$ cat src/rtl/display_scheduler.sv
`default_nettype none
//==============================================================================
//  Module      : display_scheduler
//  Description : Owns the 20-bit symbol word (big_bin) that feeds the 4-digit
//                seven-segment multiplexer of the digital lock. The keypad
//                entry view is shown by default. A lock FSM message takes
//                priority and is held for HOLD_CYCLES, optionally blinking.
//                The block also keeps the 4-digit entry buffer and reports it
//                for code comparison.
//  Ports       : clk, rst            - clock, asynchronous active-high reset
//                key_valid/key_digit - keypad digit strobe and BCD value
//                key_clear           - empties the entry buffer
//                msg_req/msg_word/   - message strobe, four 5-bit symbols
//                msg_blink             ([4:0] rightmost) and blink request
//                msg_busy            - a message currently owns the display
//                entry_count/code    - buffered digit count and BCD digits
//                big_bin             - registered symbol word to the mux
//  Revision    : 1.0 - initial release
//==============================================================================
module display_scheduler #(
   parameter int         HOLD_CYCLES  = 8,
   parameter int         BLINK_CYCLES = 4,
   parameter logic [4:0] CODE_DASH    = 5'd16,
   parameter logic [4:0] CODE_BLANK   = 5'd31
) (
   input  logic        clk,
   input  logic        rst,
   input  logic        key_valid,
   input  logic [3:0]  key_digit,
   input  logic        key_clear,
   input  logic        msg_req,
   input  logic [19:0] msg_word,
   input  logic        msg_blink,
   output logic        msg_busy,
   output logic [2:0]  entry_count,
   output logic [15:0] entry_code,
   output logic [19:0] big_bin
);

   localparam int TIMER_W = (HOLD_CYCLES  > 1) ? $clog2(HOLD_CYCLES)  : 1;
   localparam int BCNT_W  = (BLINK_CYCLES > 1) ? $clog2(BLINK_CYCLES) : 1;
   localparam logic [TIMER_W-1:0] TIMER_LOAD = TIMER_W'(HOLD_CYCLES - 1);
   localparam logic [BCNT_W-1:0]  BCNT_LAST  = BCNT_W'(BLINK_CYCLES - 1);

   typedef enum logic [0:0] {
      ST_ENTRY = 1'b0,
      ST_MSG   = 1'b1
   } state_t;

   state_t               state_q,       state_d;
   logic [19:0]          word_q,        word_d;
   logic                 blink_q,       blink_d;
   logic [TIMER_W-1:0]   timer_q,       timer_d;
   logic [BCNT_W-1:0]    bcnt_q,        bcnt_d;
   logic                 phase_q,       phase_d;
   logic [2:0]           entry_count_q, entry_count_d;
   logic [15:0]          entry_code_q,  entry_code_d;
   logic [19:0]          big_bin_q,     big_bin_d;
   logic [19:0]          entry_view;

   //---------------------------------------------------------------------------
   // State registers
   //---------------------------------------------------------------------------
   always_ff @(posedge clk or posedge rst) begin
      if (rst) begin
         state_q       <= ST_ENTRY;
         word_q        <= '0;
         blink_q       <= 1'b0;
         timer_q       <= '0;
         bcnt_q        <= '0;
         phase_q       <= 1'b0;
         entry_count_q <= '0;
         entry_code_q  <= '0;
         big_bin_q     <= {4{CODE_DASH}};
      end else begin
         state_q       <= state_d;
         word_q        <= word_d;
         blink_q       <= blink_d;
         timer_q       <= timer_d;
         bcnt_q        <= bcnt_d;
         phase_q       <= phase_d;
         entry_count_q <= entry_count_d;
         entry_code_q  <= entry_code_d;
         big_bin_q     <= big_bin_d;
      end
   end

   //---------------------------------------------------------------------------
   // Entry buffer: keeps updating while a message is shown. Clear beats a
   // simultaneous key; a full buffer or a non-BCD digit drops the key.
   //---------------------------------------------------------------------------
   always_comb begin
      entry_count_d = entry_count_q;
      entry_code_d  = entry_code_q;
      if (key_clear) begin
         entry_count_d = '0;
         entry_code_d  = '0;
      end else if (key_valid && (key_digit <= 4'd9) && (entry_count_q < 3'd4)) begin
         entry_code_d  = {entry_code_q[11:0], key_digit};
         entry_count_d = entry_count_q + 3'd1;
      end
   end

   //---------------------------------------------------------------------------
   // Entry view: filled positions show their digit, the rest show a dash.
   //---------------------------------------------------------------------------
   for (genvar i = 0; i < 4; i++) begin : g_view
      assign entry_view[5*i +: 5] = (3'(i) < entry_count_q) ?
                                    {1'b0, entry_code_q[4*i +: 4]} : CODE_DASH;
   end

   //---------------------------------------------------------------------------
   // Display ownership FSM
   //---------------------------------------------------------------------------
   always_comb begin
      state_d   = state_q;
      word_d    = word_q;
      blink_d   = blink_q;
      timer_d   = timer_q;
      bcnt_d    = bcnt_q;
      phase_d   = phase_q;
      big_bin_d = big_bin_q;

      case (state_q)
         ST_ENTRY: begin
            big_bin_d = entry_view;
            if (msg_req) begin
               word_d  = msg_word;
               blink_d = msg_blink;
               timer_d = TIMER_LOAD;
               bcnt_d  = '0;
               phase_d = 1'b0;
               state_d = ST_MSG;
            end
         end
         ST_MSG: begin
            big_bin_d = (blink_q && phase_q) ? {4{CODE_BLANK}} : word_q;
            if (bcnt_q == BCNT_LAST) begin
               bcnt_d  = '0;
               phase_d = ~phase_q;
            end else begin
               bcnt_d  = bcnt_q + BCNT_W'(1);
            end
            // A new request pre-empts the running message, even on its last
            // cycle, and restarts the hold and blink sequence.
            if (msg_req) begin
               word_d  = msg_word;
               blink_d = msg_blink;
               timer_d = TIMER_LOAD;
               bcnt_d  = '0;
               phase_d = 1'b0;
            end else if (timer_q == '0) begin
               state_d = ST_ENTRY;
            end else begin
               timer_d = timer_q - TIMER_W'(1);
            end
         end
         default: state_d = ST_ENTRY;
      endcase
   end

   assign msg_busy    = (state_q == ST_MSG);
   assign entry_count = entry_count_q;
   assign entry_code  = entry_code_q;
   assign big_bin     = big_bin_q;

endmodule
`default_nettype wire

$ cat config.mk
export PLATFORM = sky130hd
export DESIGN_NAME = display_scheduler
export DESIGN_NICKNAME = d
export VERILOG_FILES = /design/src/rtl/display_scheduler.sv
export SDC_FILE = /design/constraint.sdc
export NUM_CORES = 1
export LEC_CHECK = 0
export BUFFER_PORTS_ARGS = -buffer_cell sky130_fd_sc_hd__buf_2
export CAP_MARGIN = 5
export CORE_ASPECT_RATIO = 1.75
export CORE_UTILIZATION = 57
export DETAILED_ROUTE_END_ITERATION = 8
export PLACE_DENSITY_LB_ADDON = 0.05
export SETUP_SLACK_MARGIN = 0.02
export SYNTH_ARGS = -nofsm -noshare
export SYNTH_HDL_FRONTEND = slang
export SYNTH_SLANG_ARGS = --single-unit
$ cat constraint.sdc
create_clock -name clk -period 4.1 [get_ports clk]
set_input_delay 0 -clock clk [delete_from_list [all_inputs] [get_ports clk]]
set_output_delay 0 -clock clk [all_outputs]
set_load 0.01 [all_outputs]
==> impl_metrics.yaml, run 1 <==
outcome:
  run_status: "finished, final reports clean"
placed_design:
  dp_hpwl_mm: 4.09
  dpl_cell_area_um2: 3180
  gpl.final_weighted_congestion: 0.752
  total_of_buffers_placed_on_input_and_output_ports: 69
clock_tree:
  cts_resized: 0
  clk_root_buffer_cell: "clkbuf_8"
  worstSkewPairLatency_ns: 0.35
  postCtsSetupRepairBufs: 0
  cts_tree: "yes"
  cts_htree_levels: 3
  cts.path.max_buffers: 2
  number_of_buffers_inserted_during_clock_tree_synthesis: 9
  sinks_on_the_clock_net: 67
  cts.clk_slew.worst_paths_ns: 0.07
timing:
  final_period_minus_worst_setup_slack_ns: 1.81
  rsz0062_at_grt: "false"
  maxSlewHeadroom_pct: 45.8
  fmaxAchievable_mhz: 553
  finalSetupTns_ns: 0
  clock-skew-final_ns: 0.00845
  final_min_period_over_clock_period_pct: 44.1
  finalMaxSlewViolations: 0
  setup_violations: 0
  worst_pin_slew_ns: 0.812
  hold_viol: 0
layout:
  layout.filler_cells: 331
  drive_above_1_share_pct: 34.3
  num-nets-final: 364
  area_occupied_by_registers_um2: 1680
  mostFrequentLayoutCell: "buf_2"
  final_cell_mix: "buf_2, dfrtp_1, dlygate4sd3_1"
  final_instance_area_um2: 3680
  antenna_diode_count: 0
  area_taken_by_multi_input_logic_gates_um2: 1060
  area.growth.synth_to_final_pct: 29.7
worst_hold_path:
  min_delay_path_depth: 2
  hold_path.class: "primary input to flip-flop"
synthesis:
  yosysUniqueCellTypes: 31
  yosys.area_share.adder_pct: 1.76
  synth.yosys.seq_area_share_pct: 59.3
  postSynthCellCount: 235
  ys.warnings.count: 0
  netlist_area_um2: 2840
  post_synth_and_or_nand_nor_area_fraction_pct: 11.7
  synth-xor-area-share_pct: 0.309
  ys_seq_elements: 67
  syn_avg_cell_area_um2: 12.1
  syn_nets: 269
  synth_compound_area_share_pct: 9.22
  largest_family_of_logic_cells_by_synthesized_area: "multiplexers"
  synth_mux_area_share_pct: 14.5
global_routing:
  total_track_usage_pct: 26.4
  grt_pass1_vias: 2174
  globalRoute.totalOverflow: 0
  largest_net_degree_at_the_start_of_global_routing: 68
  grt_pass1_wl_mm: 10.4
  antenna_violations_before_repair: 0
run:
  cap_viol_max_count: 0
floorplan:
  initial_cell_density_of_the_core_pct: 59.8
  placeableCoreArea_um2: 4750
  num_rows: 33
  pin_count: 70
  die_h_um: 95.3
  die_area_um2: 5280
  die_w_um: 55.3
setup_path:
  worst-r2r-setup-slack_ns: 2.29
  reg_to_reg_end: "entry_count[0]"
  r2r-start: "entry_count[2]"
  start_kind: "flip-flop"
  critPathCaptureType: "flip-flop"
  r2r_cells: 3
  timing.critical_path.from: "entry_count[2]"
  endpoint: "entry_count[0]"
  critPathMaxFanout: 16
  worst_ep_arrival_time_ns: 2.04
  cp.required_ns: 4.33
  worstSetupPathType: "flip-flop to flip-flop"
drt:
  avgRoutedWirePerCell_um: 16.1
  route.detailed.vias_per_inst: 5.46
  drt_iter0_drc: 40
  detailed_router_iteration_count_before_antenna_repair: 4
  drt_wl_total_mm: 6.24
  post_route_antenna_net_violation_count: 0
  via_count: 2112
  drc: 0
power_and_ir_drop:
  total_leakage_power_nw: 1.76
  power.ir.vdd_worst_v: 0.000518
  fin_total_pwr_mw: 1.55
  power.density_cell_area_nw_per_um2: 421
[layout make-up]
| type | count | area share [%] |
|---|---|---|
| clock buffer | 10 | 3.74 |
| clock inverter | 6 | 2.41 |
| inverter | 5 | 0.510 |
| multi-input combinational | 150 | 28.9 |
| sequential | 67 | 45.7 |
| tap | 52 | 1.77 |
| timing repair buffer | 97 | 16.9 |
[cells in the mapped netlist]
cell type	count	share of area, %
ha_1	4	1.8
nand3_1	1	0.18
nor2_1	23	3.0
nand2b_4	1	0.48
xor2_1	1	0.31
o21ai_0	20	3.5
o21ai_1	1	0.18
and2_1	3	0.66
nor3b_1	2	0.53
buf_6	1	0.40
nand2b_1	21	4.6
nor2b_1	3	0.66
nand2_1	6	0.79
nor3_1	3	0.53
clkbuf_1	3	0.40
mux2_2	21	8.3
inv_1	5	0.66
dfrtp_1	63	56
mux2i_1	16	5.6
buf_2	7	1.2
dfstp_2	4	3.7
a211o_1	1	0.31
o2bb2ai_1	8	2.5
mux2_4	1	0.53
buf_4	2	0.53
o31ai_1	1	0.26
or3_1	1	0.22
o311ai_0	1	0.31
a31oi_1	1	0.22
a21oi_1	9	1.6
a21bo_2	1	0.35
[repair_timing]
action | in CTS | in global routing
hold buffers | 27 | 0
endpoints found under the hold margin | 89 | 0
endpoints found under the setup margin | 0 | 0
[sequential cells by signal (all words and copies together), names as in the netlist]
register and flops:
phase_q 1, entry_count 3, timer_q 3, bcnt_q 2, msg_busy 1, blink_q 1, entry_code 16, big_bin 20
word_q 20
[logic make-up (layout without fill, tap and decap cells)]
logic type	count (synthesis)	count (layout)
buffers and inverters	18	118
xor gates and xnor gates	1	1
adders and majority gates	4	4
DFF	67	67
AOI/OAI and AO/OA	43	43
muxes	38	38
and+or+nand+nor	64	64
[worst min-delay path by stage]
stage	startpoint	end	slack, ns
4_1_cts	key_clear	entry_count[2]	0.04
2_1_floorplan	key_digit[0]	entry_code[0]	0.15
3_5_place_dp	msg_word[16]	word_q[16]	0.24
6_report	key_clear	entry_count[2]	0.04
5_1_grt	key_clear	entry_count[2]	0.09
3_3_place_gp	msg_word[17]	word_q[17]	0.23
[layer usage]
metal / track usage, % / share of wire [%]
met4: 10.6 / 1.7
met3: 5.29 / 3.5
met2: 47.9 / 55
met5: 0 / 0
met1: 30.5 / 39
[report_power, final]
group,internal (mW),switching (mW)
combinational,0.0989,0.0929
clock,0.358,0.252
sequential,0.719,0.0297
[through the flow]
| stage | instances | utilization [%] | worst slack, ns | hold slack [ns] |
|---|---|---|---|---|
| 2_1_floorplan | 235 | - | 2.42 | 0.151 |
| 3_3_place_gp | 344 | 67.0 | 2.31 | 0.233 |
| 3_5_place_dp | 344 | 67.0 | 2.29 | 0.235 |
| 4_1_cts | 387 | 77.5 | 2.27 | 0.0372 |
| 5_1_grt | 387 | 77.5 | 2.17 | 0.0861 |
| 6_report | 387 | 77.5 | 2.29 | 0.0423 |
[critical path, cell delays in order (launching register included)]
cell and delay (ns):
dfrtp_1 0.57, nand2b_4 0.24, nor2b_1 0.53, mux2_4 0.35
No activity file was read; power rests on OpenSTA's default activity.
==> run 2: changes to the inputs <==
--- a/config.mk
+++ b/config.mk
@@ -8,7 +8,7 @@
 export BUFFER_PORTS_ARGS = -buffer_cell sky130_fd_sc_hd__buf_2
 export CAP_MARGIN = 5
 export CORE_ASPECT_RATIO = 1.75
-export CORE_UTILIZATION = 57
+export CORE_UTILIZATION = 53
 export DETAILED_ROUTE_END_ITERATION = 8
 export PLACE_DENSITY_LB_ADDON = 0.05
 export SETUP_SLACK_MARGIN = 0.02
==> constraint.sdc (replaced) <==
create_clock -name clk -period 1.89 [get_ports clk]
set_input_delay 0 -clock clk [delete_from_list [all_inputs] [get_ports clk]]
set_output_delay 0 -clock clk [all_outputs]
set_load 0.01 [all_outputs]
==> run 2 against run 1 <==
Effect of this change:
- the flow now finishes with violations (design-rule violations)
- total power increased by 110%
- utilization fell by 4.4 points
- first-iteration DRC count is 100% higher
- via count decreased by 1.9%
- clock skew barely moved
- setup slack lost 1.7 ns
- critical path depth did not move
- final cell count up 1.6%
- combinational power increased by 120%
- global-route usage decreased by 2.9 points
- clock-buffer cell count is 2 higher
- largest cell class unchanged
==> impl_metrics.yaml, run 2 (synthesis gave the netlist of run 1 again) <==
drt:
  detailed_router_iteration_count_before_antenna_repair: 6
  drt_iter0_drc: 80
  avgRoutedWirePerCell_um: 15.7
  via_count: 2071
  drc: 5
  route.detailed.vias_per_inst: 5.27
  post_route_antenna_net_violation_count: 0
  drt_wl_total_mm: 6.16
global_routing:
  grt_pass1_wl_mm: 9.85
  grt_util_met1_pct: 29.6
  grt_pass1_vias: 2006
  global_route.usage.met2_pct: 39.8
  groute.layer.met3.usage_pct: 5.12
  grt-busiest-layer: "met2"
  total_track_usage_pct: 23.5
  globalRoute.totalOverflow: 0
  antenna_violations_before_repair: 0
  largest_net_degree_at_the_start_of_global_routing: 55
layout:
  mostFrequentLayoutCell: "buf_2"
  final_cell_mix: "buf_2, dfrtp_1, dlygate4sd3_1"
  final_util_pct: 73.1
  antenna_diode_count: 0
  final_instance_area_um2: 3700
  num-nets-final: 368
  layout.filler_cells: 364
  area.growth.synth_to_final_pct: 30.5
  instances_no_fill: 393
  drive_above_1_share_pct: 34.8
power_and_ir_drop:
  fin_total_pwr_mw: 3.23
  power.ir.vdd_worst_v: 0.000630
  netSwitchingPower_uw: 773
  power.switching_fraction_pct: 23.9
  share_of_power_burned_in_the_clock_network_pct: 36.8
  intPower_mw: 2.46
  power.density_cell_area_nw_per_um2: 873
  share_seq_of_total_power_pct: 50.1
  power.combinational.fraction_pct: 13.1
  total_leakage_power_nw: 1.79
clock_tree:
  cts_htree_levels: 3
  postCtsSetupRepairBufs: 0
  clk_root_buffer_cell: "clkbuf_8"
  sinks_on_the_clock_net: 67
  number_of_buffers_inserted_during_clock_tree_synthesis: 9
  cts.clk_slew.worst_paths_ns: 0.06
  worstSkewPairLatency_ns: 0.33
  cts.path.max_buffers: 2
  cts_tree: "yes"
setup_path:
  r2r-start: "entry_count[2]"
  worst_ep_arrival_time_ns: 1.59
  crit_path_max_incr_delay_ns: 0.51
  cp.required_ns: 2.14
  worst_path_max_delay_cell: "nand2b_1"
  cp_cell_sequence: "nand2b_4 -> nand2b_1 -> mux2i_1"
  reg_to_reg_end: "entry_code[9]"
  critPathCaptureType: "flip-flop"
  r2r_cells: 3
  start_kind: "flip-flop"
  timing.critical_path.from: "entry_count[2]"
  endpoint: "entry_code[9]"
  critPathMaxFanout: 10
  worst-r2r-setup-slack_ns: 0.55
  worstSetupPathType: "flip-flop to flip-flop"
timing:
  finalSetupTns_ns: 0
  clock-skew-final_ns: 0.00826
  rsz0062_at_grt: "false"
  hold_viol: 0
  final_min_period_over_clock_period_pct: 70.9
  setup_violations: 0
  final.setup.worst_slack_ns: 0.550
  final_period_minus_worst_setup_slack_ns: 1.34
  maxSlewHeadroom_pct: 58.2
  fin_hold_ws_ns: 0.0694
  fmaxAchievable_mhz: 746
  finalMaxSlewViolations: 0
  worst_pin_slew_ns: 0.627
worst_hold_path:
  hold_path.class: "primary input to flip-flop"
placed_design:
  dpl_cell_area_um2: 3230
  post_place_setup_slack_ns: 0.555
  gpl.final_weighted_congestion: 0.763
  dp_hpwl_mm: 4.00
  total_of_buffers_placed_on_input_and_output_ports: 69
  placed_cells: 350
outcome:
  failed_checks: "design-rule violations"
  run_status: "complete, but fails checks"
floorplan:
  initial_cell_density_of_the_core_pct: 56.1
  num_rows: 34
  die_area_um2: 5660
  pin_count: 70
  die_w_um: 57.3
  placeableCoreArea_um2: 5060
  die_h_um: 98.8
run:
  cap_viol_max_count: 0
-- run 2: changes by cell type in the layout (fill, tap and decap cells not counted), sizes merged --
cell / delta
buf: +4
clkbuf: +2
bufinv: -1
clkinv: +1
clkinvlp: -2
-- run 2: critical path, delay by kind of cell (launching register included) --
family / cells / cell delay [ns]
flops: 1 / 0.36
mux: 1 / 0.25
simple gates: 2 / 0.65
-- run 2: repair_timing --
action / CTS / global route
hold endpoints to repair: 90 / 0
gates resized for setup: 0 / 0
hold buffers: 27 / 0
endpoints found under the setup margin: 0 / 0
-- run 2: worst min-delay path by stage --
stage                  from        endpoint  slack [ns]  depth (start not counted)
2_1_floorplan  key_digit[0]   entry_code[0]        0.15                          2
3_3_place_gp            rst       bcnt_q[1]       -0.04                          2
3_5_place_dp            rst       bcnt_q[1]       -0.03                          2
4_1_cts           key_clear  entry_count[2]        0.06                          2
5_1_grt           key_clear  entry_count[2]        0.09                          2
6_report          key_clear  entry_count[2]        0.07                          2
-- run 2: cell type report --
type	count	area [µm²]	share of cell area, %
inverters	5	18.8	0.507
well taps	54	67.6	1.82
clock inverters	4	48.8	1.32
repair buffers	101	666	18.0
flip-flops and latches	67	1680	45.4
clock buffers	12	155	4.19
multi-input cells	150	1060	28.8
-- run 2: power by group through the flow --
stage | registers (mW) | clock network (mW) | logic (mW)
final | 1.62 | 1.19 | 0.424
after global routing | 1.63 | 1.26 | 0.469
after CTS | 1.62 | 1.21 | 0.429
after detailed placement | 1.64 | 0 | 0.384
after global placement | 1.64 | 0 | 0.377
after floorplan | 1.67 | 0 | 0.213
-- run 2: per-layer routing --
metal | up-vias | wire, µm
met5 | - | 0
met4 | 0 | 68
met3 | 5 | 212
met2 | 53 | 3220
met1 | 1010 | 2660
li1 | 1003 | -
